## src/rtl/uart_pkg.sv

```systemverilog
// Shared types and limits for the configurable UART receiver.
// UART_RX_PARITY_EN adds the PARITY state to the receive FSM.
package uart_pkg;

    localparam int BIT_CLK_MIN   = 4;
    localparam int BIT_CLK_MAX   = 4095;
    localparam int DATA_BITS_MIN = 5;
    localparam int DATA_BITS_MAX = 9;
    localparam int STOP_BITS_MIN = 1;
    localparam int STOP_BITS_MAX = 2;

    localparam bit PAR_EVEN = 1'b0;
    localparam bit PAR_ODD  = 1'b1;

    typedef enum logic [2:0] {
        IDLE,
        START,
        DATA,
`ifdef UART_RX_PARITY_EN
        PARITY,
`endif
        STOP
    } rx_state_e;

endpackage

```

## src/rtl/uart_rx_sync.sv

```systemverilog
// Two-flop synchroniser for the asynchronous serial line.
// Reset presets both stages high so the line reads idle.
module uart_rx_sync (
    input  logic clk,
    input  logic reset,
    input  logic d,
    output logic q
);

    logic s1_q, s1_d;
    logic s2_q, s2_d;

    always_comb begin
        s1_d = d;
        s2_d = s1_q;
    end

    always_ff @(posedge clk or negedge reset) begin
        if (!reset) begin
            s1_q <= 1'b1;
            s2_q <= 1'b1;
        end else begin
            s1_q <= s1_d;
            s2_q <= s2_d;
        end
    end

    assign q = s2_q;

endmodule

```

## src/rtl/uart_rx_cfg.sv

```systemverilog
// Configurable UART receiver with a one-deep holding register.
// Define UART_RX_PARITY_EN to receive and check a parity bit.
module uart_rx_cfg
    import uart_pkg::*;
#(
    parameter int BIT_CLK    = 87,
    parameter int DATA_BITS  = 8,
    parameter int STOP_BITS  = 1,
    parameter int PARITY_ODD = 0
) (
    input  logic                 clk,
    input  logic                 reset,
    input  logic                 rxd,
    output logic [DATA_BITS-1:0] rxdata,
    output logic                 rx_valid,
    input  logic                 rx_ready,
    output logic                 rts,
    output logic                 frame_err,
    output logic                 parity_err,
    output logic                 overrun
);

    localparam int CW = $clog2(BIT_CLK);
    localparam int IW = $clog2(DATA_BITS);
    localparam logic [CW-1:0] HALF     = CW'(BIT_CLK / 2);
    localparam logic [CW-1:0] LAST     = CW'(BIT_CLK - 1);
    localparam logic [IW-1:0] IDX_LAST = IW'(DATA_BITS - 1);
    localparam logic          SIDX_LAST = 1'(STOP_BITS - 1);

    if (BIT_CLK < BIT_CLK_MIN || BIT_CLK > BIT_CLK_MAX) begin : g_bad_bit_clk
        $error("uart_rx_cfg: BIT_CLK out of range");
    end
    if (DATA_BITS < DATA_BITS_MIN || DATA_BITS > DATA_BITS_MAX) begin : g_bad_data_bits
        $error("uart_rx_cfg: DATA_BITS out of range");
    end
    if (STOP_BITS < STOP_BITS_MIN || STOP_BITS > STOP_BITS_MAX) begin : g_bad_stop_bits
        $error("uart_rx_cfg: STOP_BITS out of range");
    end
    if (PARITY_ODD != int'(PAR_EVEN) && PARITY_ODD != int'(PAR_ODD)) begin : g_bad_parity
        $error("uart_rx_cfg: PARITY_ODD must be 0 or 1");
    end

    logic rxd_s;

    uart_rx_sync u_sync (
        .clk   (clk),
        .reset (reset),
        .d     (rxd),
        .q     (rxd_s)
    );

    rx_state_e            state_q, state_d;
    logic [CW-1:0]        cnt_q, cnt_d;
    logic [IW-1:0]        idx_q, idx_d;
    logic                 sidx_q, sidx_d;
    logic [DATA_BITS-1:0] shift_q, shift_d;
    logic                 ferr_q, ferr_d;
    logic                 deliver;
`ifdef UART_RX_PARITY_EN
    logic                 perr_q, perr_d;
`endif

    logic [DATA_BITS-1:0] rxdata_q, rxdata_d;
    logic                 rx_valid_q, rx_valid_d;
    logic                 frame_err_q, frame_err_d;
    logic                 parity_err_q, parity_err_d;
    logic                 overrun_q, overrun_d;

    always_comb begin
        state_d = state_q;
        cnt_d   = cnt_q;
        idx_d   = idx_q;
        sidx_d  = sidx_q;
        shift_d = shift_q;
        ferr_d  = ferr_q;
        deliver = 1'b0;
`ifdef UART_RX_PARITY_EN
        perr_d  = perr_q;
`endif
        unique case (state_q)
            IDLE: begin
                cnt_d = '0;
                if (!rxd_s) begin
                    state_d = START;
                    ferr_d  = 1'b0;
`ifdef UART_RX_PARITY_EN
                    perr_d  = 1'b0;
`endif
                end
            end
            START: begin
                cnt_d = cnt_q + CW'(1);
                if (cnt_q == HALF && rxd_s) begin
                    state_d = IDLE;
                    cnt_d   = '0;
                end else if (cnt_q == LAST) begin
                    state_d = DATA;
                    cnt_d   = '0;
                    idx_d   = '0;
                end
            end
            DATA: begin
                cnt_d = cnt_q + CW'(1);
                if (cnt_q == HALF) begin
                    shift_d[idx_q] = rxd_s;
                end
                if (cnt_q == LAST) begin
                    cnt_d = '0;
                    if (idx_q == IDX_LAST) begin
`ifdef UART_RX_PARITY_EN
                        state_d = PARITY;
`else
                        state_d = STOP;
`endif
                        sidx_d = 1'b0;
                    end else begin
                        idx_d = idx_q + IW'(1);
                    end
                end
            end
`ifdef UART_RX_PARITY_EN
            PARITY: begin
                cnt_d = cnt_q + CW'(1);
                if (cnt_q == HALF) begin
                    perr_d = rxd_s != ((^shift_q) ^ (PARITY_ODD != 0));
                end
                if (cnt_q == LAST) begin
                    state_d = STOP;
                    cnt_d   = '0;
                    sidx_d  = 1'b0;
                end
            end
`endif
            STOP: begin
                cnt_d = cnt_q + CW'(1);
                if (cnt_q == HALF) begin
                    if (!rxd_s) begin
                        ferr_d = 1'b1;
                    end
                    // Return to IDLE mid-bit so the next start edge is not missed
                    if (sidx_q == SIDX_LAST) begin
                        deliver = 1'b1;
                        state_d = IDLE;
                        cnt_d   = '0;
                    end
                end else if (cnt_q == LAST) begin
                    sidx_d = sidx_q + 1'b1;
                    cnt_d  = '0;
                end
            end
            default: begin
                state_d = IDLE;
                cnt_d   = '0;
            end
        endcase
    end

    always_comb begin
        rxdata_d     = rxdata_q;
        rx_valid_d   = rx_valid_q;
        frame_err_d  = frame_err_q;
        parity_err_d = parity_err_q;
        overrun_d    = 1'b0;
        if (rx_valid_q && rx_ready) begin
            rx_valid_d = 1'b0;
        end
        if (deliver) begin
            if (!rx_valid_q || rx_ready) begin
                rxdata_d    = shift_d;
                rx_valid_d  = 1'b1;
                frame_err_d = ferr_d;
`ifdef UART_RX_PARITY_EN
                parity_err_d = perr_d;
`else
                parity_err_d = 1'b0;
`endif
            end else begin
                overrun_d = 1'b1;
            end
        end
    end

    always_ff @(posedge clk or negedge reset) begin
        if (!reset) begin
            state_q      <= IDLE;
            cnt_q        <= '0;
            idx_q        <= '0;
            sidx_q       <= 1'b0;
            shift_q      <= '0;
            ferr_q       <= 1'b0;
            rxdata_q     <= '0;
            rx_valid_q   <= 1'b0;
            frame_err_q  <= 1'b0;
            parity_err_q <= 1'b0;
            overrun_q    <= 1'b0;
        end else begin
            state_q      <= state_d;
            cnt_q        <= cnt_d;
            idx_q        <= idx_d;
            sidx_q       <= sidx_d;
            shift_q      <= shift_d;
            ferr_q       <= ferr_d;
            rxdata_q     <= rxdata_d;
            rx_valid_q   <= rx_valid_d;
            frame_err_q  <= frame_err_d;
            parity_err_q <= parity_err_d;
            overrun_q    <= overrun_d;
        end
    end

`ifdef UART_RX_PARITY_EN
    always_ff @(posedge clk or negedge reset) begin
        if (!reset) begin
            perr_q <= 1'b0;
        end else begin
            perr_q <= perr_d;
        end
    end
`endif

    assign rxdata     = rxdata_q;
    assign rx_valid   = rx_valid_q;
    assign rts        = ~rx_valid_q;
    assign frame_err  = frame_err_q;
    assign parity_err = parity_err_q;
    assign overrun    = overrun_q;

endmodule

```

## config.mk

```make
export PLATFORM = sky130hd
export DESIGN_NAME = uart_rx_cfg
export DESIGN_NICKNAME = d
export VERILOG_FILES = /design/src/rtl/uart_pkg.sv /design/src/rtl/uart_rx_sync.sv /design/src/rtl/uart_rx_cfg.sv
export SDC_FILE = /design/constraint.sdc
export NUM_CORES = 1
export LEC_CHECK = 0
export CAP_MARGIN = 40
export CELL_PAD_IN_SITES_DETAIL_PLACEMENT = 0
export CELL_PAD_IN_SITES_GLOBAL_PLACEMENT = 1
export CORE_MARGIN = 2
export CORE_UTILIZATION = 48
export DETAILED_ROUTE_END_ITERATION = 16
export GPL_TIMING_DRIVEN = 0
export PLACE_DENSITY = 0.92
export SLEW_MARGIN = 20
export SYNTH_ARGS = -nofsm -noshare
export SYNTH_HDL_FRONTEND = slang
export SYNTH_HIERARCHICAL = 1
export SYNTH_SLANG_ARGS = --single-unit
```

## constraint.sdc

```tcl
create_clock -name clk -period 4 [get_ports clk]
set_clock_uncertainty 0.1 [all_clocks]
set_input_delay 0.8 -clock clk [delete_from_list [all_inputs] [get_ports clk]]
set_output_delay 0.8 -clock clk [all_outputs]
set_load 0.02 [all_outputs]
```

# Word level (Yosys, flattened, before mapping)
# Cells that the tools add are included.
word_totals:
  reg_bits: 36
  latch_bits: 0
  ramBits: 0
  mem_bits_ro: 0
  input_bits: 4
  output_inout_bits: 13
  word_cells: 87
  memories: 0
op_classes:
  n_addsub: 3
  n_mul: 0
  div: 0
  order_cmp: 2
  n_eq_ne: 17
  shifts: 0
  n_mux: 40
  bitwise_logic: 1
  reduce_logical: 12
op_table:
  columns: ["cell", "n"]
  rows:
  - ["3-bit two-way mux", 11]
  - ["7-bit two-way mux", 4]
  - ["7-bit case mux with 3 select lines", 1]
  - ["2-bit != test (second input constant)", 10]
  - ["1-bit two-way mux", 16]
  - ["8-bit two-way mux", 2]
  - ["3-bit case mux with 4 select lines", 1]
  - ["5-bit AND reduction", 2]
  - ["8-bit bitwise mux", 1]
  - ["7-bit by 1-bit adder with 7-bit output (second input constant)", 1]
  - ["7-bit by 6-bit == test with 1-bit output (second input constant)", 1]
  - ["7-bit == test (second input constant)", 1]
  - ["3-bit by 2-bit == test with 1-bit output (second input constant)", 2]
  - ["3-bit case mux with 2 select lines", 1]
  - ["6-bit AND reduction", 1]
  - ["3-bit by 4-bit < comparator with 1-bit output (second input constant)", 1]
  - ["1-bit case mux with 2 select lines", 2]
  - ["2-bit nonzero test", 2]
  - ["3-bit by 1-bit adder with 3-bit output (second input constant)", 1]
  - ["1-bit demux with 3-bit select", 1]
  - ["3-bit by 1-bit == test with 1-bit output (second input constant)", 1]
  - ["3-bit == test (second input constant)", 1]
  - ["3-bit by 1-bit greater-or-equal comparator with 1-bit output (second input constant)", 1]
  - ["1-bit logical AND", 3]
  - ["7 further kinds", 7]

# Longest topological paths before layout
depth:
  ltp_word: 7
  mapped_depth: 6
  mapped_depth_nobuf: 6

# Cells and area by module
# Netlist, hierarchy kept.
modules_own_cells:
  columns: ["mod", "n_inst", "cells_per_inst", "area_per_inst_um2"]
  rows:
  - ["uart_rx_cfg", 1, 144, 1680.4]
  - ["uart_rx_sync", 1, 2, 52.6]

# Worst setup path before layout
# Ideal clock, no wire load.
synth_path:
  path_kind: "register to register"
  from: "register cnt_q[0]"
  to: "register rxdata_q[4], in the netlist rxdata[4]"
  setup_time_ns: 0.125
  t_arrival_ns: 1.845
  required_ns: 3.775
  slack_ns: 1.930
  path_stages_with_launch: 7
  path_buffers: 1
  synth_period_minus_slack_ns: 2.070
  cell_sequence: "dfrtp_1 ha_1 nand3_1 clkbuf_1 nor4_1 mux2_2 mux2_2"
synth_via:
  elab_cells_between_ends: 6
  classes_between: "1 x eq/ne; 4 x mux; 1 x reduce/logical"
synth_lines:
  columns: ["element", "line_no", "source"]
  rows:
  - ["start, declared", "uart_rx_cfg.sv:53", "logic [CW-1:0] cnt_q, cnt_d;"]
  - ["start signal, assigned", "uart_rx_cfg.sv:198", "cnt_q <= cnt_d;"]
  - ["7-bit by 6-bit == test with 1-bit output", "uart_rx_cfg.sv:104", "if (cnt_q == HALF) begin"]
  - ["8-bit two-way mux", "uart_rx_cfg.sv:104", null]
  - ["8-bit two-way mux", "uart_rx_cfg.sv:80", "unique case (state_q)"]
  - ["named net shift_d[4]", "uart_rx_cfg.sv:56", "logic [DATA_BITS-1:0] shift_q, shift_d;"]
  - ["end signal, assigned", "uart_rx_cfg.sv:203", "rxdata_q <= rxdata_d;"]
  - ["end, declared", "uart_rx_cfg.sv:63", "logic [DATA_BITS-1:0] rxdata_q, rxdata_d;"]
# The timed path passes the listed nets, and every way through them passes these cells.
# A chain may end at the register's enable or synchronous reset.

# Worst setup path in the final report
# Ends and elaborated chain as after synthesis.

==> impl_metrics.env <==
export IMPL_ys_ff_latch=35
export IMPL_h_tree_depth=2
export IMPL_regToRegEndpoint="rxdata[4]"
export IMPL_p_total_uw=758
export IMPL_cp_slowest_cell="dfrtp_1"
export IMPL_peakVddDrop_mv=0.295
export IMPL_avgRoutedWirePerCell_um=14.7
export IMPL_clock_path_buffers=2
export IMPL_ant_nets=0
export IMPL_p_seq_share_pct=48.8
export IMPL_yosys_area_share_simple_pct=14.5
export IMPL_path_buf_inv=1
export IMPL_drt_wl_total_um=3170
export IMPL_cts_tree="built"
export IMPL_cp_max_fo=10
export IMPL_synth_area_per_cell_um2=11.9
export IMPL_crit_start="cnt_q[0]"
export IMPL_grt_first_pass_wirelength_um=5810
export IMPL_cp_data_arrival_time_ps=2510
export IMPL_yosys_most_used_dff="dfrtp_1"
export IMPL_synth_compound_area_share_pct=12.9
export IMPL_p_switching_uw=174
export IMPL_setup_violations=0
export IMPL_drc=0
export IMPL_insertion_delay_ps=340
export IMPL_switching_share_pct=23.0
export IMPL_path_depth=6
export IMPL_fillers=269
export IMPL_tightest_slew_ps=533
export IMPL_fin_area_um2=2070
export IMPL_synth_nets=158
export IMPL_cts_resized=0
export IMPL_reg2reg_from="cnt_q[0]"
export IMPL_cts_root_buf="clkbuf_4"
export IMPL_area_growth_pct=19.3
export IMPL_globalRouteTotalUtil_pct=18.1
export IMPL_relSlewSlack_pct=64.1
export IMPL_synth_edf_count=0
export IMPL_grt_max_degree=21
export IMPL_status="finished clean"
export IMPL_start_util_pct=51.1
export IMPL_yosysWarnings=6
export IMPL_ys_types=43
export IMPL_rr_worst_depth=6
export IMPL_dp_cells=208
export IMPL_core_area_um2=3390
export IMPL_critPathLaunchType="register"
export IMPL_ff2ff_setup_slack_ps=1630
export IMPL_vias=1207
export IMPL_cts_made_buffers=5
export IMPL_slew_viol_final=0
export IMPL_drt_iter0_drc=91
export IMPL_final_nets=181
export IMPL_port_buffers=15
export IMPL_io_pins=17
export IMPL_crit_type="register to register"
export IMPL_max_stage_delay_ps=410
export IMPL_finalHoldViolCount=0
export IMPL_dp_hpwl_um=2380
export IMPL_fmax_mhz=422
export IMPL_synth_mux_area_share_pct=9.60
export IMPL_dpl_cell_area_um2=1960
export IMPL_intPower_uw=584
export IMPL_synth_top_family_by_area="simple AND/OR/NAND/NOR gates"
export IMPL_grt_pass1_vias=1272
export IMPL_critPathTopFamily="multiplexers"
export IMPL_pwr_share_comb_pct=9.1
export IMPL_cts_hold_buf=0
export IMPL_antenna_cells=0
export IMPL_final_core_util_pct=61.0
export IMPL_grt_ovfl_total=0
export IMPL_viasPerCell=5.59
export IMPL_antenna_found_initial=0
export IMPL_cts_setup_buffers=0
export IMPL_cap_violations=0
export IMPL_hold_class="register to register"
export IMPL_dr_pass1_iters=4
export IMPL_layout_common_cells="dfrtp_1, clkdlybuf4s50_1, nor2_1"
export IMPL_fp_row_count=21
export IMPL_die_w_um=64.1
export IMPL_synthesis_area_um2=1730
export IMPL_clk_pin_slew_worst_paths_ps=110
export IMPL_endpoint_kind="register"
export IMPL_p_clk_share_pct=42.1
export IMPL_cp_required_ps=4140
export IMPL_min_period_ps=2370
export IMPL_die_area_um2=4110
export IMPL_synthAdderAreaFrac_pct=5.78
export IMPL_cp_endpoint="rxdata[4]"
export IMPL_power_density_nw_per_um2=367
export IMPL_crit_path_frequent_cell="mux2_2"
export IMPL_synth_xor_area_share_pct=2.53
export IMPL_globalplace_congestion=0.863
export IMPL_synthCells=146
export IMPL_layout_commonest_cell="dfrtp_1"
export IMPL_fp_dieH_um=64.1
export IMPL_fin_cells=216
export IMPL_ys_seq_area_share_pct=50.7
export IMPL_async_flop_share_pct=100
export IMPL_rsz0062_at_grt="false"
export IMPL_min_period_over_period_pct=59.2
export IMPL_tns_ps=0
export IMPL_drive_gt1_share_pct=21.2
export IMPL_leakagePower_uw=0.000911
export IMPL_clock_sinks=35
export IMPL_path_cells="ha_1, nand3_1, clkbuf_1, nor4_1, mux2_2, mux2_2"
sequential cells by signal, summed over array words and instances, names as in the netlist:
name,cells
cnt_q,7
u_sync/s1_q,1
state_q,2
overrun,1
idx_q,3
sidx_q,1
ferr_q,1
frame_err,1
shift_q,8
u_sync/q,1
rxdata,8
rx_valid,1
power groups by stage:
stage | clock (uW) | combinational (uW) | sequential [uW]
CTS | 324 | 69.6 | 370
global route | 336 | 78.9 | 372
detailed placement | 0 | 68.8 | 377
global placement | 0 | 62.2 | 376
finish | 319 | 69.4 | 370
floorplan | 0 | 44.0 | 375
through the flow:
stage / worst slack, ps / hold slack, ps
3_3_place_gp: 1350 / 247
3_5_place_dp: 1680 / 248
5_1_grt: 1440 / 276
2_1_floorplan: 1930 / 245
6_report: 1630 / 262
4_1_cts: 1660 / 263
layout make-up:
cell class / count / area (um^2) / area share [%]
sequential: 35 / 878 / 42.5
timing repair buffer: 16 / 173 / 8.35
buffer: 4 / 36.3 / 1.75
multi-input combinational: 99 / 788 / 38.1
clock buffer: 5 / 37.5 / 1.81
tap: 46 / 57.6 / 2.78
inverter: 8 / 30.0 / 1.45
clock inverter: 3 / 67.6 / 3.27
synth_stat cells, drive strengths merged (2+ instances only):
master | n | area [um^2]
dfrtp | 33 | 826
xor2 | 2 | 17.5
xnor2 | 3 | 26.3
nor2 | 12 | 45.0
o31ai | 6 | 55.1
clkbuf | 2 | 17.5
mux2 | 13 | 146
inv | 8 | 30.0
or3 | 2 | 22.5
buf | 2 | 18.8
o21ai | 3 | 15.0
dfstp | 2 | 52.6
o2bb2ai | 4 | 35.0
a22oi | 2 | 15.0
o41ai | 5 | 43.8
ha | 8 | 100
mux2i | 2 | 20.0
nand2b | 5 | 38.8
nor3 | 2 | 10.0
nor4 | 5 | 31.3
nand3 | 3 | 15.0
nand2 | 6 | 22.5
how the worst min path moves through the flow:
stage	from	endpoint	cells after the start
after floorplan	u_sync/s1_q	u_sync/q	0
after global placement	u_sync/s1_q	u_sync/q	0
after detailed placement	u_sync/s1_q	u_sync/q	0
after CTS	u_sync/s1_q	u_sync/q	0
after global routing	u_sync/s1_q	u_sync/q	0
final	u_sync/s1_q	u_sync/q	0
logic make-up after synthesis:
kind of cell    count (synthesis)
other cells                     1
fa+ha+maj                       8
buf+inv                        12
mux                            15
simple gates                   43
xor+xnor                        5
compound gates                 27
flops                          35
layer usage:
| metal | vias to the layer above | track usage [%] | part of all wire [%] |
|---|---|---|---|
| li1 | 581 | - | - |
| met2 | 26 | 28.3 | 47 |
| met1 | 594 | 24.7 | 48 |
| met3 | 6 | 4.75 | 3.8 |
| met4 | 0 | 5.71 | 1.5 |
| met5 | - | 0 | 0 |
(Power assumes the default switching activity.)
